<file path="src/rtl/wb_master_pkg.sv">
// Shared types and constants for Wishbone classic initiators.
// The FSM encoding is exported both as an enum and as plain constants.
package wb_master_pkg;

  localparam int WB_DAT_W = 32;
  localparam int WB_SEL_W = 4;

  typedef enum logic [1:0] {
    IDLE = 2'd0,
    BUS  = 2'd1,
    RESP = 2'd2
  } wb_state_e;

  localparam logic [1:0] ST_IDLE = 2'd0;
  localparam logic [1:0] ST_BUS  = 2'd1;
  localparam logic [1:0] ST_RESP = 2'd2;

  typedef struct packed {
    logic                we;
    logic [31:0]         adr;
    logic [WB_SEL_W-1:0] sel;
    logic [WB_DAT_W-1:0] dat;
  } wb_cmd_t;

  typedef struct packed {
    logic [WB_DAT_W-1:0] dat;
    logic                err;
  } wb_rsp_t;

endpackage

</file>
<file path="src/rtl/wb_master.sv">
// Wishbone classic single-transfer initiator: one command in, one bus cycle,
// one response (read data or timeout error) out.
module wb_master
  import wb_master_pkg::*;
#(
  parameter int ADR_W   = 2,
  parameter int TIMEOUT = 255
) (
  input  logic                clk_i,
  input  logic                rst_i,
  input  logic                cmd_valid_i,
  output logic                cmd_ready_o,
  input  logic                cmd_we_i,
  input  logic [ADR_W-1:0]    cmd_adr_i,
  input  logic [WB_SEL_W-1:0] cmd_sel_i,
  input  logic [WB_DAT_W-1:0] cmd_dat_i,
  output logic                rsp_valid_o,
  input  logic                rsp_ready_i,
  output logic [WB_DAT_W-1:0] rsp_dat_o,
  output logic                rsp_err_o,
  output logic                cyc_o,
  output logic                stb_o,
  output logic                we_o,
  output logic [ADR_W-1:0]    adr_o,
  output logic [WB_SEL_W-1:0] sel_o,
  output logic [WB_DAT_W-1:0] dat_o,
  input  logic [WB_DAT_W-1:0] dat_i,
  input  logic                ack_i
);

  localparam int CNT_W = $clog2(TIMEOUT + 1);
  localparam logic [CNT_W-1:0] CNT_LAST = CNT_W'(TIMEOUT - 1);
  localparam logic [CNT_W-1:0] CNT_MAX  = {CNT_W{1'b1}};
  localparam logic [CNT_W-1:0] CNT_ONE  = CNT_W'(1);

  logic [1:0]          r_state;
  logic [1:0]          w_state_nxt;
  logic [CNT_W-1:0]    r_cnt;
  logic                r_cmd_ready;
  logic                r_rsp_valid;
  logic                r_stb;
  logic                r_we;
  logic [ADR_W-1:0]    r_adr;
  logic [WB_SEL_W-1:0] r_sel;
  logic [WB_DAT_W-1:0] r_dat;
  logic [WB_DAT_W-1:0] r_rsp_dat;
  logic                r_rsp_err;
  logic                w_accept;
  logic                w_bus_ack;
  logic                w_bus_expire;

  // r_cmd_ready stays low until the first edge after reset release.
  assign w_accept     = (r_state == ST_IDLE) & r_cmd_ready & cmd_valid_i;
  assign w_bus_ack    = (r_state == ST_BUS) & ack_i;
  assign w_bus_expire = (r_state == ST_BUS) & ~ack_i & (r_cnt == CNT_LAST);

  // Next-state logic: ack takes priority over timeout expiry.
  always_comb begin
    w_state_nxt = r_state;
    case (r_state)
      ST_IDLE: begin
        if (w_accept) w_state_nxt = ST_BUS;
        else          w_state_nxt = ST_IDLE;
      end
      ST_BUS: begin
        if (w_bus_ack || w_bus_expire) w_state_nxt = ST_RESP;
        else                           w_state_nxt = ST_BUS;
      end
      ST_RESP: begin
        if (rsp_ready_i) w_state_nxt = ST_IDLE;
        else             w_state_nxt = ST_RESP;
      end
      default: w_state_nxt = ST_IDLE;
    endcase
  end

  // State register and registered decodes of the next state.
  always_ff @(posedge clk_i or negedge rst_i) begin
    if (!rst_i) begin
      r_state     <= ST_IDLE;
      r_cmd_ready <= 1'b0;
      r_rsp_valid <= 1'b0;
      r_stb       <= 1'b0;
    end else begin
      r_state     <= w_state_nxt;
      r_cmd_ready <= (w_state_nxt == ST_IDLE);
      r_rsp_valid <= (w_state_nxt == ST_RESP);
      r_stb       <= (w_state_nxt == ST_BUS);
    end
  end

  // Bus request capture and saturating timeout counter.
  always_ff @(posedge clk_i or negedge rst_i) begin
    if (!rst_i) begin
      r_we  <= 1'b0;
      r_adr <= {ADR_W{1'b0}};
      r_sel <= {WB_SEL_W{1'b0}};
      r_dat <= {WB_DAT_W{1'b0}};
      r_cnt <= {CNT_W{1'b0}};
    end else if (w_accept) begin
      r_we  <= cmd_we_i;
      r_adr <= cmd_adr_i;
      r_sel <= cmd_sel_i;
      r_dat <= cmd_dat_i;
      r_cnt <= {CNT_W{1'b0}};
    end else if ((r_state == ST_BUS) && (r_cnt != CNT_MAX)) begin
      r_cnt <= r_cnt + CNT_ONE;
    end else begin
      r_cnt <= r_cnt;
    end
  end

  // Response capture; dat_i is only looked at in the ack cycle.
  always_ff @(posedge clk_i or negedge rst_i) begin
    if (!rst_i) begin
      r_rsp_dat <= {WB_DAT_W{1'b0}};
      r_rsp_err <= 1'b0;
    end else if (w_bus_ack) begin
      r_rsp_dat <= r_we ? {WB_DAT_W{1'b0}} : dat_i;
      r_rsp_err <= 1'b0;
    end else if (w_bus_expire) begin
      r_rsp_dat <= {WB_DAT_W{1'b0}};
      r_rsp_err <= 1'b1;
    end else begin
      r_rsp_dat <= r_rsp_dat;
      r_rsp_err <= r_rsp_err;
    end
  end

  assign cmd_ready_o = r_cmd_ready;
  assign rsp_valid_o = r_rsp_valid;
  assign rsp_dat_o   = r_rsp_dat;
  assign rsp_err_o   = r_rsp_err;
  assign cyc_o       = r_stb;
  assign stb_o       = r_stb;
  assign we_o        = r_we;
  assign adr_o       = r_adr;
  assign sel_o       = r_sel;
  assign dat_o       = r_dat;

endmodule

</file>
<file path="config.mk">
export PLATFORM = sky130hd
export DESIGN_NAME = wb_master
export DESIGN_NICKNAME = d
export VERILOG_FILES = /design/src/rtl/wb_master_pkg.sv /design/src/rtl/wb_master.sv
export SDC_FILE = /design/constraint.sdc
export NUM_CORES = 1
export LEC_CHECK = 0
export ABC_CLOCK_PERIOD_IN_PS = 1590
export CORE_MARGIN = 4
export CORE_UTILIZATION = 53
export DETAILED_ROUTE_END_ITERATION = 12
export DONT_BUFFER_PORTS = 1
export PLACE_DENSITY = 0.73
export REMOVE_ABC_BUFFERS = 1
export SETUP_SLACK_MARGIN = 0.1
export SYNTH_ARGS = -nofsm -noshare
export SYNTH_HDL_FRONTEND = slang
export SYNTH_SLANG_ARGS = --single-unit
export TNS_END_PERCENT = 1
</file>
<file path="constraint.sdc">
create_clock -name clk_i -period 1.59 [get_ports clk_i]
set_clock_uncertainty 0.15 [all_clocks]
set_input_delay 0.2385 -clock clk_i [delete_from_list [all_inputs] [get_ports clk_i]]
set_output_delay 0.2385 -clock clk_i [all_outputs]
set_load 0.005 [all_outputs]
</file>
==> qor.csv <==
metric,value,unit
relSlewSlack,0.705,
dieArea,0.00811,mm²
port-buffer-count,0,
outcome,finished with violations,
timing.rr.start,r_cnt[1],
fmax,604,MHz
worstPathArrival,1760,ps
area_delta_synth_final,37.3,%
endpoint_kind,flop,
route.antenna.remaining_nets,0,
dp_hpwl,5.25,mm
synth_edf_count,0,
antenna_cells,0,
antenna_found_initial,0,
nets,422,
seq_area_frac_synth,0.596,
critical_path.max_fanout,8,
grt_pass1_wl,15.6,mm
synth_top_cell_area_share,0.596,
max_cap_violations,0,
post-route-util,0.759,
p_int,5690,µW
async_flop_share,1.00,
die_x,90.1,µm
combPwrFrac,0.358,
final_common_cell,dfrtp_1,
r2r_setup_slack,-70,ps
netSwitchingPower,2920,µW
power.clock.fraction,0.167,
rows,29,
htree_levels,3,
multi_input_area,0.00151,mm²
ff2ff_path_depth,5,
seq_power_share,0.475,
whs,-591,ps
synth-main-ff-cell,dfrtp_1,
grt_max_degree,86,
drt_first_pass_iters,4,
start_util,0.553,
grt_use_total,0.247,
violations,"hold timing, setup timing",
switching_share,0.339,
tightest_slew,438,ps
final_cell_mix,"dfrtp_1 (85), dlygate4sd3_1 (73), mux2_4 (38)",
io_pins,152,
start_kind,flop,
core,0.00646,mm²
routed_wl,10.0,mm
setup.worst_path.class,flop to flop,
synth_area_per_cell,14.1,µm²
path_cells,ha_2 > and3_4 > a21oi_4 > buf_12 > a221o_2,
viasPerCell,6.02,
cp_slowest_cell,dfrtp_1,
routabilityCongestion,0.808,
clk_latency,370,ps
peakVddDrop,1.06,mV
hold_buffers,73,
setup_slack,-66.5,ps
drc_errors,0,
clock_sink_count,85,
synth_top_cell_by_area,dfrtp_1,
synth.area.top_cells,"dfrtp_1 (60%), mux2_2 (12%), a221o_1 (7.9%)",
cts-root-buf,clkbuf_8,
drive_gt1_frac,0.269,
syn_area,0.00357,mm²
hold_path.class,input port to asynchronous set/reset pin,
yosysWarnings,0,
drtIter0Drc,130,
fin_crit_sh,1.04,
clk_path_buf_depth,2,
tritoncts,done,
rsz0062_at_grt,yes,
vias,2565,
wl_per_cell,23.5,µm
power_density,1760,mW/mm²
numCtsBuffers,9,
grt_pass1_vias,2812,
synth_cells,254,
globalRouteOverflowTotal,0,
power_leakage,0.00218,µW
die_h,90.1,µm
hold_viol,85,
critical-path-max-stage-delay,410,ps
regArea,0.00213,mm²
synth_seq_cells,85,
setup-tns-final,-1420,ps
path_clk_slew,90,ps
slew_viol_final,0,
fillers,398,
worst_ep_required_time,1700,ps
synth_cell_types,43,
post-route-min-period,1660,ps
r2r_end,rsp_dat_o[31],
setup_violations,34,
-- synthesized netlist by cell type, types with 2 or more instances --
master     n
a221o_1   28
buf_4      8
nand2_1    7
buf_6      3
mux2i_1    4
and2_0     2
mux2_2    39
dfrtp_1   85
nand3_1    2
a31oi_1    3
nor3_1     3
clkbuf_1   3
a21o_2     2
a221o_2    4
nor2_1     2
ha_1       2
and2_1    30
o22ai_1    2
-- kinds of logic after synthesis --
logic type / count (synthesis) / synth area share
simple gates: 60 / 0.106
fa+ha+maj: 2 / 0.00701
buf+inv: 16 / 0.0319
compound gates: 48 / 0.125
flops: 85 / 0.596
mux: 43 / 0.134
-- critical path: cells and delay by family (launching register included) --
kind / cells / cell delay [ps]
DFF: 1 / 410
AOI/OAI and AO/OA: 2 / 450
adders and majority gates: 1 / 190
and+or+nand+nor: 1 / 200
buffers and inverters: 1 / 160
-- layer usage --
layer,GRT usage,vias to the layer above,routed length [µm]
met5,0,-,0
li1,-,1131,-
met2,0.442,119,5360
met3,0.0726,32,682
met1,0.268,1283,3630
met4,0.115,0,358
-- power groups by stage --
stage / combinational (µW) / sequential (µW) / clock, µW
2_1_floorplan: 1810 / 3760 / 0
3_3_place_gp: 2240 / 4010 / 0
3_5_place_dp: 2340 / 4020 / 0
4_1_cts: 2950 / 4030 / 1470
5_1_grt: 3330 / 4200 / 1540
6_report: 3080 / 4090 / 1440
-- stage by stage --
step | cells | total power, µW | area [µm²] | worst slack [ps]
finish | 426 | 8610 | 4900 | -66.5
CTS | 423 | 8440 | 4830 | -66.2
detailed placement | 333 | 6360 | 3740 | -95.6
floorplan | 239 | 5560 | 3460 | -1160
global route | 426 | 9080 | 4900 | -111
global placement | 333 | 6240 | 3740 | -47.4
-- worst max path at each step --
stage / startpoint / end / cells past startpoint
CTS: r_cnt[0] / rsp_dat_o[31] / 6
floorplan: r_state[0] / adr_o[0] / 2
global placement: r_cnt[0] / rsp_dat_o[3] / 6
global route: r_cnt[0] / rsp_dat_o[3] / 6
finish: r_cnt[1] / rsp_dat_o[31] / 5
detailed placement: r_cnt[1] / rsp_dat_o[31] / 5
-- registers in the layout (all words and copies together) (netlist names) --
signal,count
dat_o,32
rsp_err_o,1
sel_o,4
rsp_dat_o,32
rsp_valid_o,1
r_cnt,8
cyc_o,1
we_o,1
r_state,2
adr_o,2
cmd_ready_o,1
-- what timing repair did --
action                                 in CTS  in global routing
pin swaps                                   6                 37
setup endpoints to repair                  79                 84
endpoints found under the hold margin     160                 85
gates cloned                                0                  3
setup buffers                               1                  0
resized for setup                          42                  5
-- area by class of cell --
cell class | instances | area share
well taps | 77 | 0.0197
clock buffers | 10 | 0.0281
inverters | 1 | 0.000766
multi-input cells | 153 | 0.309
clock inverters | 6 | 0.00893
flip-flops and latches | 85 | 0.434
repair buffers | 94 | 0.200
Power figures use the tool's default switching activity.
